==> src/rtl/fetch_unit.sv <==
// fetch_unit: instruction fetch stage in front of the single-cycle core.
// Owns the fetch PC, issues word requests over req/gnt/rvalid, buffers the
// returned words in a small FIFO and hands {instr, pc} to the core.
// Optional build macro FETCH_PERF_CNT_EN adds three 32-bit perf counters.
//
// Handshakes: memory request is accepted on a cycle where mem_req_o and
// mem_gnt_i are both 1; mem_addr_o is held while req is up without gnt
// (a redirect may withdraw it). The core consumes the head on a cycle where
// instr_valid_o and instr_ready_i are both 1; instr_o/instr_pc_o are stable
// while valid is up and not consumed, except that a redirect flushes them.
module fetch_unit #(
  parameter int                ADDR_W     = 8,
  parameter int                FIFO_DEPTH = 2,
  parameter logic [ADDR_W-1:0] RESET_PC   = '0
) (
  input  logic              clk,
  input  logic              reset_i,
  output logic              mem_req_o,
  output logic [ADDR_W-1:0] mem_addr_o,
  input  logic              mem_gnt_i,
  input  logic              mem_rvalid_i,
  input  logic [31:0]       mem_rdata_i,
  output logic              instr_valid_o,
  output logic [31:0]       instr_o,
  output logic [ADDR_W-1:0] instr_pc_o,
  input  logic              instr_ready_i,
`ifdef FETCH_PERF_CNT_EN
  output logic [31:0]       perf_fetched_o,
  output logic [31:0]       perf_flushed_o,
  output logic [31:0]       perf_starve_o,
`endif
  input  logic              redirect_i,
  input  logic [ADDR_W-1:0] redirect_pc_i
);

  localparam int PTR_W = $clog2(FIFO_DEPTH);
  localparam int CW    = PTR_W + 1;
  // Outstanding/discard counters need headroom above FIFO_DEPTH: after a
  // redirect the words still in flight are counted as discards while new
  // requests are issued against fresh credit.
  localparam int CNT_W = PTR_W + 4;

  logic [ADDR_W-1:0] fetch_pc_q, fetch_pc_d;
  logic [CNT_W-1:0]  outstanding_q, outstanding_d;
  logic [CNT_W-1:0]  discard_q, discard_d;
  logic [31:0]       fifo_instr_q [FIFO_DEPTH];
  logic [31:0]       fifo_instr_d [FIFO_DEPTH];
  logic [ADDR_W-1:0] fifo_pc_q [FIFO_DEPTH];
  logic [ADDR_W-1:0] fifo_pc_d [FIFO_DEPTH];
  logic [PTR_W-1:0]  fifo_wr_q, fifo_wr_d, fifo_rd_q, fifo_rd_d;
  logic [CW-1:0]     fifo_cnt_q, fifo_cnt_d;
  // Pending-PC queue holds only live (non-discarded) requests.
  logic [ADDR_W-1:0] pend_pc_q [FIFO_DEPTH];
  logic [ADDR_W-1:0] pend_pc_d [FIFO_DEPTH];
  logic [PTR_W-1:0]  pend_wr_q, pend_wr_d, pend_rd_q, pend_rd_d;

  logic [CNT_W-1:0]  live_cnt;
  logic              mem_grant;
  logic              fifo_push;
  logic              fifo_pop;
  logic              rsp_drop;

  // Credit check, handshake qualifiers and head-of-FIFO outputs
  always_comb begin
    live_cnt      = outstanding_q - discard_q + CNT_W'(fifo_cnt_q);
    mem_req_o     = !reset_i && !redirect_i && (live_cnt < CNT_W'(FIFO_DEPTH));
    mem_addr_o    = fetch_pc_q;
    mem_grant     = mem_req_o && mem_gnt_i;
    instr_valid_o = (fifo_cnt_q != '0);
    instr_o       = instr_valid_o ? fifo_instr_q[fifo_rd_q] : 32'd0;
    instr_pc_o    = instr_valid_o ? fifo_pc_q[fifo_rd_q] : '0;
    fifo_push     = mem_rvalid_i && !redirect_i && (discard_q == '0);
    fifo_pop      = instr_valid_o && instr_ready_i && !redirect_i;
    rsp_drop      = mem_rvalid_i && !fifo_push;
  end

  // Next-state: redirect flushes everything; otherwise track grants/returns
  always_comb begin
    fetch_pc_d    = fetch_pc_q;
    outstanding_d = outstanding_q - CNT_W'(mem_rvalid_i);
    discard_d     = discard_q;
    fifo_instr_d  = fifo_instr_q;
    fifo_pc_d     = fifo_pc_q;
    fifo_wr_d     = fifo_wr_q;
    fifo_rd_d     = fifo_rd_q;
    fifo_cnt_d    = fifo_cnt_q;
    pend_pc_d     = pend_pc_q;
    pend_wr_d     = pend_wr_q;
    pend_rd_d     = pend_rd_q;
    if (redirect_i) begin
      fetch_pc_d = redirect_pc_i & ~ADDR_W'(3);
      discard_d  = outstanding_d;
      fifo_wr_d  = '0;
      fifo_rd_d  = '0;
      fifo_cnt_d = '0;
      pend_wr_d  = '0;
      pend_rd_d  = '0;
    end else begin
      if (mem_grant) begin
        pend_pc_d[pend_wr_q] = fetch_pc_q;
        pend_wr_d            = pend_wr_q + 1'b1;
        fetch_pc_d           = fetch_pc_q + ADDR_W'(4);
        outstanding_d        = outstanding_d + CNT_W'(1);
      end
      if (mem_rvalid_i && (discard_q != '0)) begin
        discard_d = discard_q - CNT_W'(1);
      end
      if (fifo_push) begin
        fifo_instr_d[fifo_wr_q] = mem_rdata_i;
        fifo_pc_d[fifo_wr_q]    = pend_pc_q[pend_rd_q];
        fifo_wr_d               = fifo_wr_q + 1'b1;
        pend_rd_d               = pend_rd_q + 1'b1;
      end
      if (fifo_pop) begin
        fifo_rd_d = fifo_rd_q + 1'b1;
      end
      fifo_cnt_d = fifo_cnt_q + CW'(fifo_push) - CW'(fifo_pop);
    end
  end

  // State registers
  always_ff @(posedge clk or posedge reset_i) begin
    if (reset_i) begin
      fetch_pc_q    <= RESET_PC;
      outstanding_q <= '0;
      discard_q     <= '0;
      fifo_instr_q  <= '{default: '0};
      fifo_pc_q     <= '{default: '0};
      fifo_wr_q     <= '0;
      fifo_rd_q     <= '0;
      fifo_cnt_q    <= '0;
      pend_pc_q     <= '{default: '0};
      pend_wr_q     <= '0;
      pend_rd_q     <= '0;
    end else begin
      fetch_pc_q    <= fetch_pc_d;
      outstanding_q <= outstanding_d;
      discard_q     <= discard_d;
      fifo_instr_q  <= fifo_instr_d;
      fifo_pc_q     <= fifo_pc_d;
      fifo_wr_q     <= fifo_wr_d;
      fifo_rd_q     <= fifo_rd_d;
      fifo_cnt_q    <= fifo_cnt_d;
      pend_pc_q     <= pend_pc_d;
      pend_wr_q     <= pend_wr_d;
      pend_rd_q     <= pend_rd_d;
    end
  end

`ifdef FETCH_PERF_CNT_EN
  logic [31:0] perf_fetched_q, perf_fetched_d;
  logic [31:0] perf_flushed_q, perf_flushed_d;
  logic [31:0] perf_starve_q, perf_starve_d;

  // Perf counters: delivered words, thrown-away work, starved core cycles
  always_comb begin
    perf_fetched_d = perf_fetched_q + 32'(fifo_push);
    perf_flushed_d = perf_flushed_q + 32'(rsp_drop)
                   + (redirect_i ? 32'(fifo_cnt_q) : 32'd0);
    perf_starve_d  = perf_starve_q + 32'(instr_ready_i && !instr_valid_o);
  end

  // Perf counter registers
  always_ff @(posedge clk or posedge reset_i) begin
    if (reset_i) begin
      perf_fetched_q <= '0;
      perf_flushed_q <= '0;
      perf_starve_q  <= '0;
    end else begin
      perf_fetched_q <= perf_fetched_d;
      perf_flushed_q <= perf_flushed_d;
      perf_starve_q  <= perf_starve_d;
    end
  end

  assign perf_fetched_o = perf_fetched_q;
  assign perf_flushed_o = perf_flushed_q;
  assign perf_starve_o  = perf_starve_q;
`else
  logic unused_drop;
  assign unused_drop = rsp_drop;
`endif

`ifndef SYNTHESIS
  a_rvalid_without_request: assert property (@(posedge clk) disable iff (reset_i)
    !(mem_rvalid_i && (outstanding_q == '0)));
  a_fifo_overflow: assert property (@(posedge clk) disable iff (reset_i)
    !(fifo_push && !fifo_pop && (fifo_cnt_q == CW'(FIFO_DEPTH))));
`endif

endmodule
==> config.mk <==
export PLATFORM = sky130hd
export DESIGN_NAME = fetch_unit
export DESIGN_NICKNAME = d
export VERILOG_FILES = /design/src/rtl/fetch_unit.sv
export SDC_FILE = /design/constraint.sdc
export NUM_CORES = 1
export LEC_CHECK = 0
export BUFFER_PORTS_ARGS = -buffer_cell sky130_fd_sc_hd__buf_2
export CORE_MARGIN = 1
export CORE_UTILIZATION = 30
export DETAILED_ROUTE_END_ITERATION = 7
export PLACE_DENSITY = 0.5
export SYNTH_ARGS = -nofsm -noshare
export SYNTH_HDL_FRONTEND = slang
export SYNTH_SLANG_ARGS = --single-unit
==> constraint.sdc <==
create_clock -name clk -period 3.1 [get_ports clk]
set_clock_uncertainty 0.1 [all_clocks]
set_input_delay 0 -clock clk [delete_from_list [all_inputs] [get_ports clk]]
set_output_delay 0 -clock clk [all_outputs]
set_load 0.1 [all_outputs]
# Word-level counts from Yosys, hierarchy flattened
# Index checks and enable logic that the tools add are counted.
# Widths: inputs -> output; s select.
# op_classes
add_sub_neg	12
n_mux	35
bitwise_logic	5
order_cmp	7
n_reduce_logical	21
# op_table
cell	n
$mux 32	5
$mux 8	11
$bwmux 64	1
$bwmux 16	2
$demux 32 s1	1
$mux 5	4
$demux 8 s1	2
$logic_and 1x1->1	10
$reduce_bool 2->1	5
$add 8x3->8 const B	1
$ge 2x2->1 const B	4
$mux 1	8
$not 1->2	4
$add 5x1->5 const B	1
$add 5x2->5	1
$logic_not 5->1	1
$lt 5x2->1 const B	1
$reduce_bool 5->1	1
$sub 5x1->5	1
$sub 5x1->5 const B	1
$sub 5x5->5	1
$add 1x1->1 const B	4
$lt 2x1->1 const B	2
$reduce_and 2->1	2
5 further kinds	6
# word_totals
output_inout_bits	50
inputBits	46
ff_bits	120
word_cells	94

# Depth between registers and ports, before layout
# Gate-level depths: netlist (run 1).
# logic_depth
word_depth	7
ltp_mapped	11
depth_no_buf	11

# Worst setup path before layout (run 1)
# No wires, ideal clock.
# synth_timing
kind	flip-flop to output port
start	reg outstanding_q[1]
end	out mem_req_o
t_arrival_ns	4.597
path_stages_with_launch	8
n_path_buf	0
slack_ns	-1.597
required_ns	3.000
cell_sequence	dfrtp_1 inv_1 fa_1 fa_1 nor2b_1 o21ai_0 and3_4 nor4_1
# synth_via
elab_chain_len	4
# synth_lines
element	line_no	source
start, declared	44	logic [CNT_W-1:0] outstanding_q, outstanding_d;
start signal, assigned	137	outstanding_q <= outstanding_d;
$sub 5x5->5	65	live_cnt = outstanding_q - discard_q + CNT_W'(fifo_cnt_q);
$add 5x2->5	65	
$lt 5x2->1	66	mem_req_o = !reset_i && !redirect_i && (live_cnt < CNT_W'(FIFO_DEPTH));
$logic_and 1x1->1	66	
end, declared	18	output logic mem_req_o,
# No other way between the ends.

# Final worst setup path (run 1)
# layout_timing
start	reg fifo_cnt_q[1]
end	reg pend_pc_q[13] (netlist name)
# layout_via
elab_chain_len	5
# layout_lines
element	line_no	source
start, declared	51	logic [CW-1:0] fifo_cnt_q, fifo_cnt_d;
start signal, assigned	143	fifo_cnt_q <= fifo_cnt_d;
$add 5x2->5	65	
$lt 5x2->1	66	
$logic_and 1x1->1	66	
$logic_and 1x1->1	68	mem_grant = mem_req_o && mem_gnt_i;
$reduce_and 2->1 (no source line)	--	
end signal, assigned	144	pend_pc_q <= pend_pc_d;
end, declared	53	logic [ADDR_W-1:0] pend_pc_q [FIFO_DEPTH];
# No other way between the ends.
# A chain may end at the register's enable or synchronous reset.

==> results.json, run 1 <==
{
  "yosys_warnings": 0,
  "start_util": 0.309,
  "cp.required_ns": 3.24,
  "synthCells": 459,
  "cts_tree": "yes",
  "tightest_slew_ns": 0.954,
  "nNetsFinal": 662,
  "clock-sinks": 110,
  "io_pins": 96,
  "place_area_um2": 6210,
  "synthAdderAreaFrac": 0.0400,
  "cp_num_buf_inv": 3,
  "cpMostUsedCell": "inv_2",
  "ys_seq_elements": 110,
  "cp_slowest_stage_delay_ns": 0.62,
  "crit_slowest_cell": "fa_2",
  "setup_viol": 0,
  "dieHeight_um": 136,
  "drive_gt1_frac": 0.375,
  "dp_hpwl_um": 8010,
  "routabilityCongestion": 0.806,
  "ys_types": 39,
  "outcome": "completed",
  "synthXorXnorAreaFrac": 0.0326,
  "synth_top_area_cell": "dfrtp_1",
  "layout_commonest_cell": "dfrtp_1",
  "cts-root-buf": "clkbuf_16",
  "endpoint_kind": "register",
  "cts_buffers": 9,
  "drtAntennaViolNets": 0,
  "relSlewSlack": 0.364,
  "layoutNonFillerInstCount": 830,
  "slew_viol_final": 0,
  "synth-simple-area-share": 0.0940,
  "synth_compound_area_frac": 0.0351,
  "ys_seq_area_frac": 0.512,
  "clock_latency_ns": 0.35,
  "vias": 3847,
  "synth_top_family_by_area": "multiplexers",
  "area_growth_pct": 30.2,
  "firstDrtPassIters": 4,
  "vias_per_cell": 4.63,
  "portBuffers": 89,
  "gr-usage-all-layers": 0.134,
  "arrival_ns": 3.19,
  "num-fill-cells": 1680,
  "grt_max_degree": 76,
  "period_minus_slack_ns": 3.06,
  "wl_um": 12000,
  "grt_pass1_wl_um": 19100,
  "die_area_um2": 18500,
  "design_area_um2": 7000,
  "powerDensity_nw_per_um2": 779,
  "post-place-cells": 768,
  "die_w_um": 136,
  "netlist_area_um2": 5380,
  "ys_top_cells_by_area": "dfrtp_1, mux2_2, mux2i_1",
  "drt_iter0_markers": 145,
  "clk_pin_slew_ns": 0.07,
  "grt_pass1_vias": 3789,
  "synth_top_area_frac": 0.512,
  "start_kind": "register",
  "layout_common_cells": "dfrtp_1, buf_2, mux2_2, nor2_1, mux2i_1",
  "core_um2": 17400,
  "vdd_drop_max_mv": 0.317,
  "antenna_found_initial": 0,
  "cp_cell_sequence": "inv_2 -> fa_2 -> inv_2 -> ha_4 -> nand2_1 -> o21ai_2 -> xor2_2 -> or4_4 -> buf_6 -> nor2_8 -> mux2_2",
  "min_path_type": "input pin to register",
  "grt_setup_unrepaired": "yes",
  "maxCapViolCount": 0,
  "globalRoute.totalOverflow": 0,
  "fmax_ghz": 0.327,
  "synth.mux.area_fraction": 0.247,
  "cp_max_fo": 6,
  "leakagePower_nw": 3.31,
  "core.rowCount": 48,
  "wl_per_cell_um": 14.4,
  "final_hold_viol_count": 0,
  "fin_crit_sh": 0.986,
  "drc": 0,
  "diodes": 0,
  "critical_path.top_delay_family": "adder cells",
  "cts_buffer_depth": 2,
  "critical_path_class": "register to register",
  "syn_avg_cell_area_um2": 11.7,
  "htree_levels": 3
}
-- tightest hold or removal path, delay by kind of cell --
kind / cells / cell delay (ns)
compound gates: 2 / 0.19
buf+inv: 1 / 0.14
simple gates: 1 / 0.10
-- final timing paths --
path                                          to           from  slack (ns)  cells past startpoint
min in group asynchronous          fifo_cnt_q[0]        reset_i        0.31                      3
max in group asynchronous       fifo_instr_q[28]        reset_i        1.86                      4
worst min register to register      fifo_pc_q[6]   fifo_pc_q[6]        0.38                      2
worst max-delay path               pend_pc_q[13]  fifo_cnt_q[1]        0.04                     11
worst max register to register     pend_pc_q[13]  fifo_cnt_q[1]        0.04                     11
worst min-delay path                discard_q[4]   mem_rvalid_i        0.02                      4
-- cells in the mapped netlist --
master      n
a32o_1      1
nand4b_1    1
nand2b_1    1
fa_1        2
clkbuf_1   16
buf_6       1
buf_1       2
mux2i_1    47
xnor2_1    11
a21oi_1    15
conb_1      1
nor2_8      1
o21ai_0    10
a221o_1     2
nor4_1      2
nor2_1     64
xor2_1      9
nand4_1     1
a32oi_1     2
ha_1       14
nor4_2      1
a21o_1      1
nor4b_1     1
buf_2       4
dfrtp_1   110
mux2_2     76
nor3_1      1
nor3b_1     2
and3_4      1
nor2b_1     3
or3_1       2
nand2_1    17
inv_1      21
and3_1      1
nand3b_1    2
buf_4       4
or4_1       1
nand3_1     7
o41ai_1     1
-- what timing repair did --
| action | 4_1_cts | 5_1_grt |
|---|---|---|
| setup buffers | 0 | 6 |
| hold endpoints to repair | 145 | 0 |
| gates resized for setup | 5 | 13 |
| pin swaps | 2 | 0 |
| endpoints found under the setup margin | 10 | 15 |
| hold buffers | 40 | 0 |
-- area by class of cell --
type	instances	area, um^2	area share
Sequential cell	110	2750	0.393
Tap cell	225	282	0.0402
Clock inverter	6	43.8	0.00626
Multi-Input combinational cell	304	2510	0.359
Clock buffer	10	239	0.0341
Inverter	21	81.3	0.0116
Timing Repair Buffer	154	1090	0.156
-- sequential cells by signal, summed over array words and instances (netlist names) --
signal / cells
fifo_instr_q: 64
fifo_pc_q: 12
pend_pc_q: 12
mem_addr_o: 6
discard_q: 5
outstanding_q: 5
fifo_cnt_q: 2
fifo_rd_q: 1
fifo_wr_q: 1
pend_rd_q: 1
pend_wr_q: 1
-- logic make-up after synthesis --
kind of cell,Yosys count
buffers and inverters,48
DFF,110
and+or+nand+nor,109
xor gates and xnor gates,20
AOI/OAI and AO/OA,32
adders and majority gates,16
muxes,123
other,1
-- power breakdown --
group          total [mW]  switching [mW]  internal, mW
sequential           2.02           0.234          1.78
clock                1.12           0.542         0.575
combinational        2.32            1.27          1.05
total                5.45            2.05          3.41
-- layer usage --
layer | vias to the layer above | track usage | share of wire | routed length [um]
li1 | 1845 | - | - | -
met1 | 1891 | 0.174 | 0.47 | 5650
met2 | 93 | 0.220 | 0.47 | 5630
met3 | 18 | 0.0235 | 0.040 | 482
met4 | 0 | 0.0580 | 0.018 | 213
met5 | - | 0 | 0 | 0
-- per-stage QoR --
stage | TNS, ns | util | power, mW | hold WS (ns) | worst slack, ns
after floorplan | 0 | - | 3.56 | 0.0353 | 0.0517
after global placement | -0.181 | 0.357 | 4.10 | 0.138 | -0.0307
after detailed placement | -0.959 | 0.357 | 4.19 | 0.146 | -0.139
after CTS | 0 | 0.396 | 5.39 | 0.00776 | 0.00232
after global routing | -0.211 | 0.402 | 5.85 | 0.0610 | -0.0410
final | 0 | 0.402 | 5.45 | 0.0211 | 0.0447
Note: power is estimated with default switching activity, not from simulation.
==> inputs of run 2 (changes only) <==
- PLACE_DENSITY: 0.5 -> default
==> results.json, run 2 (synthesis results as in run 1) <==
{
  "routabilityCongestion": 0.834,
  "dieHeight_um": 136,
  "clk_pin_slew_ns": 0.07,
  "path_depth": 10,
  "diodes": 0,
  "period_minus_slack_ns": 3.09,
  "rrSetupSlack_ns": 0.009,
  "dp_hpwl_um": 8160,
  "slew_viol_final": 0,
  "worstReg2RegStart": "outstanding_q[1]",
  "ff2ff_path_depth": 10,
  "vias": 3801,
  "powerDensity_nw_per_um2": 784,
  "htree_levels": 3,
  "top_regs": "fifo_instr_q x64, fifo_pc_q x12, pend_pc_q x12",
  "layout_commonest_cell": "dfrtp_1",
  "crit_slowest_cell": "or4_4",
  "io_pins": 96,
  "cts_tree": "yes",
  "clock-sinks": 110,
  "min_path_type": "input pin to register",
  "clock_latency_ns": 0.35,
  "setup_viol": 0,
  "drt_iter0_markers": 152,
  "nNetsFinal": 665,
  "fin_crit_sh": 0.997,
  "drc": 0,
  "tightest_slew_ns": 0.836,
  "fmax_ghz": 0.323,
  "arrival_ns": 3.23,
  "largest_reg_flops": 64,
  "grt_pass1_vias": 3948,
  "firstDrtPassIters": 6,
  "cpMostUsedCell": "fa_2",
  "grt_pass1_wl_um": 19400,
  "critical_path_class": "register to register",
  "cp_cell_sequence": "inv_2 -> fa_2 -> fa_2 -> nor2b_2 -> o21ai_2 -> and3_4 -> or4_4 -> buf_8 -> nor2_8 -> mux2_4",
  "r2r-end": "pend_pc_q[11]",
  "endpoint_kind": "register",
  "utilization": 0.405,
  "die_area_um2": 18500,
  "cp_num_buf_inv": 2,
  "wl_um": 11800,
  "drive_gt1_frac": 0.370,
  "area_growth_pct": 31.1,
  "portBuffers": 89,
  "cts_buffers": 9,
  "grt_max_degree": 59,
  "cts_buffer_depth": 2,
  "maxCapViolCount": 0,
  "leakagePower_nw": 3.33,
  "gr-usage-all-layers": 0.136,
  "cp-endpoint": "pend_pc_q[11]",
  "drtAntennaViolNets": 0,
  "antenna_found_initial": 0,
  "top_register": "fifo_instr_q",
  "die_w_um": 136,
  "relSlewSlack": 0.435,
  "globalRoute.totalOverflow": 0,
  "vias_per_cell": 4.56,
  "start_util": 0.309,
  "outcome": "completed",
  "vdd_drop_max_mv": 0.369,
  "wl_per_cell_um": 14.2,
  "cts-root-buf": "clkbuf_16",
  "cp_slowest_stage_delay_ns": 0.53,
  "grt_setup_unrepaired": "yes",
  "cp_max_fo": 6,
  "post-place-cells": 770,
  "layoutNonFillerInstCount": 833,
  "start_kind": "register",
  "cp.required_ns": 3.24,
  "final_hold_viol_count": 0,
  "core_um2": 17400,
  "layout_common_cells": "dfrtp_1, buf_2, mux2_2, nor2_1, mux2i_1",
  "critical_path.top_delay_family": "simple AND/OR/NAND/NOR gates",
  "place_area_um2": 6220,
  "core.rowCount": 48,
  "design_area_um2": 7050,
  "startpoint": "outstanding_q[1]"
}
run 2: cell count changes in the layout (fill, tap and decap cells not counted), moves of 2 or more:
cell       delta
clkbuf_1      +2
buf_4         +3
mux2_4        +4
mux2_2        -4
clkinv_2      -2
bufinv_16     +2
run 2: metal layers:
layer  share of wire  GRT usage  up-vias  wire length (um)
met5               0          0        -                 0
met4           0.011     0.0420        0               129
met3           0.039     0.0336       11               460
met2            0.51      0.243       81              6070
met1            0.44      0.159     1863              5170
li1                -          -     1846                 -
run 2: how the worst min path moves through the flow:
stage                                 from               end  depth (start not counted)
final                         mem_rvalid_i      discard_q[4]                          4
after detailed placement           reset_i  fifo_instr_q[39]                          2
after global placement             reset_i     fifo_cnt_q[1]                          2
after CTS                     mem_rvalid_i      discard_q[4]                          4
after floorplan           redirect_pc_i[7]     mem_addr_o[7]                          2
after global routing            redirect_i         pend_wr_q                          2
run 2: worst register-to-register path, delay by kind of cell, from the launching register on:
| family | cells | cell delay [ns] |
|---|---|---|
| compound gates | 1 | 0.07 |
| fa+ha+maj | 2 | 0.85 |
| buf+inv | 2 | 0.25 |
| flops | 1 | 0.40 |
| mux | 1 | 0.32 |
| simple gates | 4 | 0.98 |
run 2: cell type report:
cell class / count / area (um^2)
fillers: 1666 / 10400
flip-flops and latches: 110 / 2750
multi-input cells: 304 / 2510
repair buffers: 157 / 1110
well taps: 225 / 282
clock buffers: 11 / 233
clock inverters: 5 / 81.3
inverters: 21 / 81.3
run 2: power breakdown:
group          internal, mW  total (mW)  switching [mW]
registers              1.79        2.03           0.245
logic                  1.01        2.28            1.27
clock network         0.710        1.22           0.512
total                  3.50        5.53            2.03
run 2: through the flow:
| step | hold WS, ns | power [mW] | setup slack, ns | setup TNS [ns] |
|---|---|---|---|---|
| 6_report | 0.0317 | 5.53 | 0.00866 | 0 |
| 3_5_place_dp | 0.102 | 4.14 | -0.167 | -1.56 |
| 4_1_cts | 0.0139 | 5.45 | 0.00412 | 0 |
| 3_3_place_gp | 0.0992 | 4.04 | -0.0118 | -0.0667 |
| 2_1_floorplan | 0.0353 | 3.56 | 0.0517 | 0 |
| 5_1_grt | 0.0518 | 5.93 | -0.0653 | -0.522 |
run 2: timing repair:
item	CTS	global route
setup buffers	1	6
pin swaps	2	7
endpoints found under the setup margin	18	19
gates resized for setup	4	18
hold buffers	40	0
endpoints found under the hold margin	128	0
